`config.mk`:
```
export PLATFORM = sky130hd
export DESIGN_NAME = fir_sample_scheduler_flat
export DESIGN_NICKNAME = d
export VERILOG_FILES = /design/src/rtl/fir_sample_scheduler_if.sv /design/src/rtl/fir_sample_scheduler.sv /design/src/flat_wrapper.sv
export SDC_FILE = /design/constraint.sdc
export NUM_CORES = 1
export LEC_CHECK = 0
export ABC_AREA = 1
export BUFFER_PORTS_ARGS = -buffer_cell sky130_fd_sc_hd__buf_4
export CORE_MARGIN = 2
export CORE_UTILIZATION = 55
export CTS_CLUSTER_SIZE = 16
export DETAILED_ROUTE_END_ITERATION = 16
export PLACE_DENSITY = 0.74
export SLEW_MARGIN = 20
export SYNTH_ARGS = -nofsm -noshare
export SYNTH_HDL_FRONTEND = slang
export SYNTH_SLANG_ARGS = --single-unit
```
`constraint.sdc`:
```
create_clock -name clk_i -period 2.9 [get_ports clk_i]
set_input_delay 0.145 -clock clk_i [delete_from_list [all_inputs] [get_ports clk_i]]
set_output_delay 0.145 -clock clk_i [all_outputs]
set_load 0.01 [all_outputs]
```
`src/rtl/fir_sample_scheduler_if.sv`:
```
// Handshake and data bundle between the stimulus/config side, the FIR datapath
// and fir_sample_scheduler. The master side drives config and filter output.
interface fir_sample_scheduler_if #(
  parameter int N  = 16,
  parameter int AW = 5
);
  logic          wr_en;
  logic [AW-1:0] wr_addr;
  logic [N-1:0]  wr_data;
  logic          start;
  logic          stop;
  logic [7:0]    rate_div;
  logic [AW-1:0] loop_len;
  logic [15:0]   out_count;
  logic [N-1:0]  fir_data_in;
  logic          fir_en;
  logic [N-1:0]  fir_data_out;
  logic [N-1:0]  out_data;
  logic          out_valid;
  logic          busy;
  logic          done;

  modport master (
    output wr_en, wr_addr, wr_data, start, stop, rate_div, loop_len, out_count,
    output fir_data_out,
    input  fir_data_in, fir_en, out_data, out_valid, busy, done
  );

  modport slave (
    input  wr_en, wr_addr, wr_data, start, stop, rate_div, loop_len, out_count,
    input  fir_data_out,
    output fir_data_in, fir_en, out_data, out_valid, busy, done
  );
endinterface

```
`src/rtl/fir_sample_scheduler.sv`:
```
// Plays a 32-entry waveform memory into the FIR datapath at a programmable rate
// and qualifies its output. Define FIR_SCHED_FLUSH_EN to add the zero-flush phase.
//
// state | meaning
// IDLE  | waiting for start, memory writable
// RUN   | issuing memory samples every rate_div+1 cycles
// FLUSH | issuing TAPS zero samples (FIR_SCHED_FLUSH_EN only)
// DRAIN | no issue, waiting for flagged samples to leave the pipe
// DONE  | run complete, done high, memory writable
module fir_sample_scheduler #(
  parameter int N       = 16,
  parameter int AW      = 5,
  parameter int LATENCY = 1,
  parameter int TAPS    = 8
) (
  input logic                     clk_i,
  input logic                     rst_ni,
  fir_sample_scheduler_if.slave   bus
);

  localparam int DEPTH = 1 << AW;

  localparam logic [2:0] S_IDLE  = 3'd0;
  localparam logic [2:0] S_RUN   = 3'd1;
  localparam logic [2:0] S_DRAIN = 3'd3;
  localparam logic [2:0] S_DONE  = 3'd4;
`ifdef FIR_SCHED_FLUSH_EN
  localparam logic [2:0] S_FLUSH = 3'd2;
  localparam int         FW      = $clog2(TAPS + 1);
`endif

  if (LATENCY < 1 || TAPS < 1) begin : g_bad_params
    $error("fir_sample_scheduler: LATENCY and TAPS must be >= 1");
  end

  logic [N-1:0]         mem_q [DEPTH];
  logic [2:0]           state_q, state_d;
  logic [7:0]           rate_q, rate_d;
  logic [AW-1:0]        loop_q, loop_d;
  logic [15:0]          count_q, count_d;
  logic [AW-1:0]        addr_q, addr_d;
  logic [7:0]           div_q, div_d;
  logic [15:0]          issued_q, issued_d;
  logic [LATENCY-1:0]   pipe_q, pipe_d;
  logic [N-1:0]         out_data_q, out_data_d;
  logic                 out_valid_q, out_valid_d;
`ifdef FIR_SCHED_FLUSH_EN
  logic [FW-1:0]        flush_q, flush_d;
`endif

  logic idle_like;
  logic run_issue;
  logic flush_issue;
  logic last_issue;
  logic [7:0] div_next;

  assign idle_like  = (state_q == S_IDLE) || (state_q == S_DONE);
  assign run_issue  = (state_q == S_RUN) && (div_q == 8'd0) && !bus.stop;
`ifdef FIR_SCHED_FLUSH_EN
  assign flush_issue = (state_q == S_FLUSH) && (div_q == 8'd0) && !bus.stop;
`else
  assign flush_issue = 1'b0;
`endif
  assign last_issue = run_issue && (count_q != 16'd0) && (issued_q + 16'd1 == count_q);
  assign div_next   = (div_q == rate_q) ? 8'd0 : div_q + 8'd1;

  // Only real samples carry a flag; flush zeros travel through unflagged.
  if (LATENCY == 1) begin : g_pipe1
    assign pipe_d = run_issue;
  end else begin : g_pipen
    assign pipe_d = {pipe_q[LATENCY-2:0], run_issue};
  end

  assign out_valid_d = pipe_q[LATENCY-1];
  assign out_data_d  = pipe_q[LATENCY-1] ? bus.fir_data_out : out_data_q;

  always_comb begin
    state_d  = state_q;
    rate_d   = rate_q;
    loop_d   = loop_q;
    count_d  = count_q;
    addr_d   = addr_q;
    div_d    = div_q;
    issued_d = issued_q;
`ifdef FIR_SCHED_FLUSH_EN
    flush_d  = flush_q;
`endif
    case (state_q)
      S_IDLE, S_DONE: begin
        if (bus.start) begin
          state_d  = S_RUN;
          rate_d   = bus.rate_div;
          loop_d   = bus.loop_len;
          count_d  = bus.out_count;
          addr_d   = '0;
          div_d    = 8'd0;
          issued_d = 16'd0;
        end
      end
      S_RUN: begin
        if (bus.stop) begin
          state_d = S_DRAIN;
        end else begin
          div_d = div_next;
          if (run_issue) begin
            addr_d   = (addr_q == loop_q) ? '0 : addr_q + 1'b1;
            issued_d = issued_q + 16'd1;
          end
          if (last_issue) begin
`ifdef FIR_SCHED_FLUSH_EN
            state_d = S_FLUSH;
            flush_d = '0;
`else
            state_d = S_DRAIN;
`endif
          end
        end
      end
`ifdef FIR_SCHED_FLUSH_EN
      S_FLUSH: begin
        if (bus.stop) begin
          state_d = S_DRAIN;
        end else begin
          div_d = div_next;
          if (flush_issue) begin
            flush_d = flush_q + FW'(1);
            if (flush_q == FW'(TAPS - 1)) state_d = S_DRAIN;
          end
        end
      end
`endif
      S_DRAIN: begin
        if (pipe_q == '0) state_d = S_DONE;
      end
      default: state_d = S_IDLE;
    endcase
  end

  always_ff @(posedge clk_i or negedge rst_ni) begin
    if (!rst_ni) begin
      state_q     <= S_IDLE;
      rate_q      <= 8'd0;
      loop_q      <= '0;
      count_q     <= 16'd0;
      addr_q      <= '0;
      div_q       <= 8'd0;
      issued_q    <= 16'd0;
      pipe_q      <= '0;
      out_data_q  <= '0;
      out_valid_q <= 1'b0;
`ifdef FIR_SCHED_FLUSH_EN
      flush_q     <= '0;
`endif
    end else begin
      state_q     <= state_d;
      rate_q      <= rate_d;
      loop_q      <= loop_d;
      count_q     <= count_d;
      addr_q      <= addr_d;
      div_q       <= div_d;
      issued_q    <= issued_d;
      pipe_q      <= pipe_d;
      out_data_q  <= out_data_d;
      out_valid_q <= out_valid_d;
`ifdef FIR_SCHED_FLUSH_EN
      flush_q     <= flush_d;
`endif
    end
  end

  // Waveform memory is deliberately unreset so a reload is not needed after reset.
  always_ff @(posedge clk_i) begin
    if (bus.wr_en && idle_like) mem_q[bus.wr_addr] <= bus.wr_data;
  end

  assign bus.fir_en      = run_issue | flush_issue;
  assign bus.fir_data_in = run_issue ? mem_q[addr_q] : '0;
  assign bus.out_data    = out_data_q;
  assign bus.out_valid   = out_valid_q;
  assign bus.busy        = (state_q != S_IDLE) && (state_q != S_DONE);
  assign bus.done        = (state_q == S_DONE);

endmodule

```
`src/flat_wrapper.sv`:
```
// flat-port wrapper written by rule: the top's interface ports become plain ports
module fir_sample_scheduler_flat 
#(
  parameter int N       = 16,
  parameter int AW      = 5,
  parameter int LATENCY = 1,
  parameter int TAPS    = 8
)
  (clk_i, rst_ni, bus_wr_en, bus_wr_addr, bus_wr_data, bus_start, bus_stop, bus_rate_div, bus_loop_len, bus_out_count, bus_fir_data_out, bus_fir_data_in, bus_fir_en, bus_out_data, bus_out_valid, bus_busy, bus_done);
  fir_sample_scheduler_if #(.N(N), .AW(AW)) bus_i ();
  input logic clk_i;
  input logic rst_ni;
  input wire logic [$bits(bus_i.wr_en)-1:0] bus_wr_en;
  input wire logic [$bits(bus_i.wr_addr)-1:0] bus_wr_addr;
  input wire logic [$bits(bus_i.wr_data)-1:0] bus_wr_data;
  input wire logic [$bits(bus_i.start)-1:0] bus_start;
  input wire logic [$bits(bus_i.stop)-1:0] bus_stop;
  input wire logic [$bits(bus_i.rate_div)-1:0] bus_rate_div;
  input wire logic [$bits(bus_i.loop_len)-1:0] bus_loop_len;
  input wire logic [$bits(bus_i.out_count)-1:0] bus_out_count;
  input wire logic [$bits(bus_i.fir_data_out)-1:0] bus_fir_data_out;
  output wire logic [$bits(bus_i.fir_data_in)-1:0] bus_fir_data_in;
  output wire logic [$bits(bus_i.fir_en)-1:0] bus_fir_en;
  output wire logic [$bits(bus_i.out_data)-1:0] bus_out_data;
  output wire logic [$bits(bus_i.out_valid)-1:0] bus_out_valid;
  output wire logic [$bits(bus_i.busy)-1:0] bus_busy;
  output wire logic [$bits(bus_i.done)-1:0] bus_done;
  assign bus_i.wr_en = bus_wr_en;
  assign bus_i.wr_addr = bus_wr_addr;
  assign bus_i.wr_data = bus_wr_data;
  assign bus_i.start = bus_start;
  assign bus_i.stop = bus_stop;
  assign bus_i.rate_div = bus_rate_div;
  assign bus_i.loop_len = bus_loop_len;
  assign bus_i.out_count = bus_out_count;
  assign bus_i.fir_data_out = bus_fir_data_out;
  assign bus_fir_data_in = bus_i.fir_data_in;
  assign bus_fir_en = bus_i.fir_en;
  assign bus_out_data = bus_i.out_data;
  assign bus_out_valid = bus_i.out_valid;
  assign bus_busy = bus_i.busy;
  assign bus_done = bus_i.done;
  fir_sample_scheduler #(.N(N), .AW(AW), .LATENCY(LATENCY), .TAPS(TAPS)) u_core (.clk_i(clk_i), .rst_ni(rst_ni), .bus(bus_i));
endmodule
```
# Word level (Yosys, flattened, before mapping)
# Memory sizes are Yosys's and may differ from the RTL's.
# Index checks and enable logic that the tools add are counted.
classes:
  addsub: 3
  n_eq_ne: 12
  n_mux: 21
  n_reduce_logical: 18
op_table:
  columns: ["cell", "count"]
  rows:
  - ["$mux W16", 4]
  - ["$pmux W16 S2", 1]
  - ["$mux W8", 3]
  - ["$mux W5", 4]
  - ["$add A16 B1 Y16 const B", 1]
  - ["$eq A16 B16 Y1", 1]
  - ["$pmux W8 S2", 1]
  - ["$reduce_bool A16 Y1", 1]
  - ["$mux W3", 4]
  - ["$pmux W5 S2", 1]
  - ["$pmux W3 S3", 1]
  - ["$add A8 B1 Y8 const B", 1]
  - ["$eq A8 B8 Y1", 1]
  - ["$logic_not A8 Y1", 1]
  - ["$logic_and A1 B1 Y1", 6]
  - ["$ne A2 B2 Y1 const B", 3]
  - ["$reduce_and A3 Y1", 2]
  - ["$add A5 B1 Y5 const B", 1]
  - ["$eq A5 B5 Y1", 1]
  - ["$reduce_and A4 Y1", 1]
  - ["$eq A3 B1 Y1 const B", 1]
  - ["$eq A3 B2 Y1 const B", 1]
  - ["$eq A3 B3 Y1 const B", 1]
  - ["$logic_not A3 Y1", 1]
  - ["other kinds (10)", 11]
word_totals:
  register_bits: 79
  mem_bits_rw: 512
  in_bits: 71
  wordCells: 65
  n_memories: 1
mem_list:
  columns: ["memory", "depth", "width", "rd", "rd_ports_with_merged_regs", "wr", "line", "text"]
  rows:
  - ["u_core.mem_q", 32, 16, 1, 0, 1, "fir_sample_scheduler.sv:36", "logic [N-1:0] mem_q [DEPTH];"]

# Logic depth before layout (Yosys ltp)
logic_depth:
  word_depth: 8
  depth_mapped: 16

# Worst setup path before layout
# Ideal clock, no wire load.
synth_path:
  kind: "flip-flop to flip-flop"
  startpoint: "register u_core.state_q[0]"
  endpoint: "memory u_core.mem_q[0][0], enable pin"
  arrival_ps: 1760
  slack_ps: 751
  stages_incl_launch_ff: 6
  n_path_buf: 0
  cell_sequence: "dfrtp_1 nor2_1 inv_2 nor2_1 nand3_1 nor2_1"
synth_between:
  elab_chain_len: 5
  elab_cells_between_ends: 6
synth_lines:
  columns: ["item", "line", "text"]
  rows:
  - ["from (decl)", "fir_sample_scheduler.sv:37", "logic [2:0] state_q, state_d;"]
  - ["from (signal assigned)", "fir_sample_scheduler.sv:155", "state_q <= state_d;"]
  - ["$eq A3 B3 Y1 / $logic_not A3 Y1 (equally long branches)", "fir_sample_scheduler.sv:57", "assign idle_like = (state_q == S_IDLE) || (state_q == S_DONE);"]
  - ["$logic_or A1 B1 Y1 *", "fir_sample_scheduler.sv:57", null]
  - ["$logic_and A1 B1 Y1 *", "fir_sample_scheduler.sv:173", "if (bus.wr_en && idle_like) mem_q[bus.wr_addr] <= bus.wr_data;"]
  - ["$mux W1 *", "fir_sample_scheduler.sv:173", null]
  - ["$mux W1 (implied by the code) *", "fir_sample_scheduler.sv:173", null]
  - ["to (decl)", "fir_sample_scheduler.sv:36", null]
# Every way passes the cells marked *; elsewhere a longest branch is shown, timed or not.

# Worst setup path after layout
layout_path:
  startpoint: "register u_core.addr_q[0]"
  endpoint: "output port bus_fir_data_in[13]"
layout_between:
  elab_chain_len: 2
layout_lines:
  columns: ["item", "line", "text"]
  rows:
  - ["from (decl)", "fir_sample_scheduler.sv:41", "logic [AW-1:0] addr_q, addr_d;"]
  - ["from (signal assigned)", "fir_sample_scheduler.sv:159", "addr_q <= addr_d;"]
  - ["$mem_v2 Z32 W16", null, null]
  - ["$mux W16", "fir_sample_scheduler.sv:177", "assign bus.fir_data_in = run_issue ? mem_q[addr_q] : '0;"]
  - ["to (decl)", "flat_wrapper.sv:22", "output wire logic [$bits(bus_i.fir_data_in)-1:0] bus_fir_data_in;"]
# No other way between the ends.

==> results.tsv <==
metric	value	unit
synth_area	24300	um2
wl_per_cell	22.0	um
fp-row-count	76	
ir_drop	626	uV
grt_usage	27.0	%
cts.sinks	591	
clockBufferDepth	3	
portBuffers	106	
cp_max_fo	36	
comb_power_share	27.6	%
start_util	56.0	%
vias	16700	
cts_root_buf	clkbuf_16	
clkPwrFrac	31.1	%
post-route-min-period	2.88	ns
critPathCaptureType	output port	
max_freq	348	MHz
setup_tns	0	ns
worst_ep_required_time	2.76	ns
p_leak	10.6	nW
detail_route.iter0.violations	2391	
vias_per_cell	5.90	
dp_hpwl	37100	um
cts_tree	done	
slew_violations	0	
synth-seq-area-share	71.5	%
drt_wl_total	62300	um
area_delta_synth_final	18.9	%
maxCapViolations	0	
nNetsFinal	2279	
antenna_cells	0	
fin_skew	0.0286	ns
htree_levels	2	
die_h	214	um
swShare	31.9	%
numCtsBuffers	57	
holdWs	0.0524	ns
cts.reportedPaths.clkPinSlew	0.06	ns
cts_setup_buffers	0	
relSlewSlack	49.3	%
yosysWarnings	0	
power.internal	0.0165	W
antenna_violating_nets_post_route	0	
critPathLaunchType	flop	
place_congestion	0.907	
crit_arrival	2.73	ns
p_per_area	842	nW/um2
hold_class	input pin to flop	
tightest_slew	0.760	ns
power_switching	0.00776	W
antenna_found_initial	0	
grt_start_max_net_pins	79	
drc_errors	0	
grt_setup_unrepaired	true	
rrSetupSlack	0.26	ns
core	43400	um2
syn_inst	1990	
pwr-share-seq	41.3	%
yosysUniqueCellTypes	37	
final_core_util	66.6	%
fp.dieW	214	um
outcome	finished clean	
grt_pass1_wl	95300	um
ys.flop_type	edfxtp_1	
layout-drive-gt1-share	14.8	%
grt_pass1_vias	16900	
crit_type	flop to output port	
drt_pass1_iterations	6	
clk_latency	0.62	ns
hold_viol_final	0	
ioPinCount	107	
synth_edf_count	512	
setup_viol	0	
fp.dieArea	45800	um2
syn_area_per_cell	12.2	um2
power	0.0243	W
synthesis.nets	2065	
async_flop_share	13.4	%
grt_overflow	0	
ys_seq_elements	591	
fin_crit_sh	99.2	%
-- area by class of cell --
class | instances | area, um2
sequential | 591 | 17400
fill | 3048 | 14500
multi-input combinational | 1220 | 6250
timing repair buffer | 260 | 2320
clock buffer | 73 | 1530
tap | 585 | 732
clock inverter | 31 | 392
inverter | 74 | 285
-- power groups by stage --
stage          sequential (W)  combinational (W)  clock, W
4_1_cts                0.0100            0.00643   0.00762
2_1_floorplan          0.0101            0.00399         0
3_3_place_gp           0.0102            0.00610         0
6_report               0.0100            0.00670   0.00756
3_5_place_dp           0.0102            0.00623         0
5_1_grt                0.0101            0.00723   0.00797
-- kinds of logic after synthesis --
family                     synth area share, %
and+or+nand+nor                           11.3
DFF                                       71.5
AOI/OAI and AO/OA                         9.98
buffers and inverters                     3.15
muxes                                     3.38
xor gates and xnor gates                 0.526
adders and majority gates                0.206
-- worst paths after layout --
| kind | start | endpoint | depth (start not counted) |
|---|---|---|---|
| max reg2reg | u_core.issued_q[0]$_DFFE_PN0P_ | u_core.state_q[0]$_DFFE_PN0P_ | 15 |
| min reg2reg | u_core.loop_q[3]$_DFFE_PN0P_ | u_core.loop_q[3]$_DFFE_PN0P_ | 2 |
| max in group asynchronous | rst_ni | u_core.bus.out_data[9]$_DFFE_PN0P_ | 3 |
| min in group asynchronous | rst_ni | u_core.rate_q[5]$_DFFE_PN0P_ | 2 |
| min | bus_stop | u_core.state_q[1]$_DFFE_PN0P_ | 6 |
| max | u_core.addr_q[0]$_DFFE_PN0P_ | bus_fir_data_in[13] | 10 |
-- synthesized netlist by cell type, types with 39 or more instances --
| cell type | number | area [um2] |
|---|---|---|
| o21ai_0 | 216 | 1080 |
| nor2_1 | 199 | 747 |
| nand2_1 | 347 | 1300 |
| buf_2 | 47 | 235 |
| a21oi_1 | 133 | 666 |
| dfrtp_1 | 79 | 1980 |
| inv_1 | 64 | 240 |
| o22ai_1 | 76 | 475 |
| edfxtp_1 | 512 | 15400 |
| mux2i_1 | 64 | 641 |
| nand3_1 | 51 | 255 |
| nor3_1 | 39 | 195 |
| clkbuf_1 | 48 | 180 |
-- per-layer routing --
layer / track usage, % / up-vias / share of wire [%]
li1: - / 7578 / -
met1: 35.9 / 8159 / 39
met2: 44.7 / 846 / 48
met3: 4.60 / 126 / 8.9
met4: 11.1 / 0 / 3.5
met5: 0 / - / 0
-- critical path, cell delays in order, from the launching register on --
cell     delay (ns)
dfrtp_4        0.50
buf_12         0.25
buf_4          0.23
nand2_1        0.07
nand2_1        0.07
a21oi_1        0.06
o21ai_0        0.11
a21oi_1        0.10
nor3_1         0.38
o21a_1         0.19
buf_4          0.11
-- registers in the layout, summed over array words and instances (netlist names) --
register	flops
u_core.mem_q	512
u_core.bus.out_data	16
u_core.count_q	16
u_core.issued_q	16
u_core.div_q	8
u_core.rate_q	8
u_core.addr_q	5
u_core.loop_q	5
u_core.state_q	3
u_core.bus.out_valid	1
u_core.out_valid_d	1
-- per-stage QoR --
step	cell area (um2)	worst slack [ns]	std cells
final	28900	0.0235	2834
after global routing	28900	-0.0500	2834
after CTS	28700	-0.0247	2833
after detailed placement	26100	0.433	2661
after global placement	26100	0.521	2661
after floorplan	24300	0.751	1990
-- cells in the final DEF, fill, tap and decap left out, drive strengths merged --
master and count:
o21a 16, ha 4, inv 71, xor2 5, buf 191, nor3 39
o31ai 3, dlygate4sd3 68, nand3 51, edfxtp 512, nand4 13, nor4 2
o211ai 1, or2 2, mux2 16, xnor2 7, a21oi 133, o22ai 76
mux2i 64, clkbuf 74, nor3b 2, nor2 205, nand2 354, clkinv 26
xnor3 1, o21ai 226, bufinv 8, dfrtp 79
-- what timing repair did --
item / in CTS / in global routing
hold endpoints to repair: 575 / 0
cloned: 0 / 1
hold buffers: 68 / 0
endpoints found under the setup margin: 6 / 16
pin swaps: 0 / 1
resized for setup: 7 / 25
Note: power is estimated with default switching activity, not from simulation.
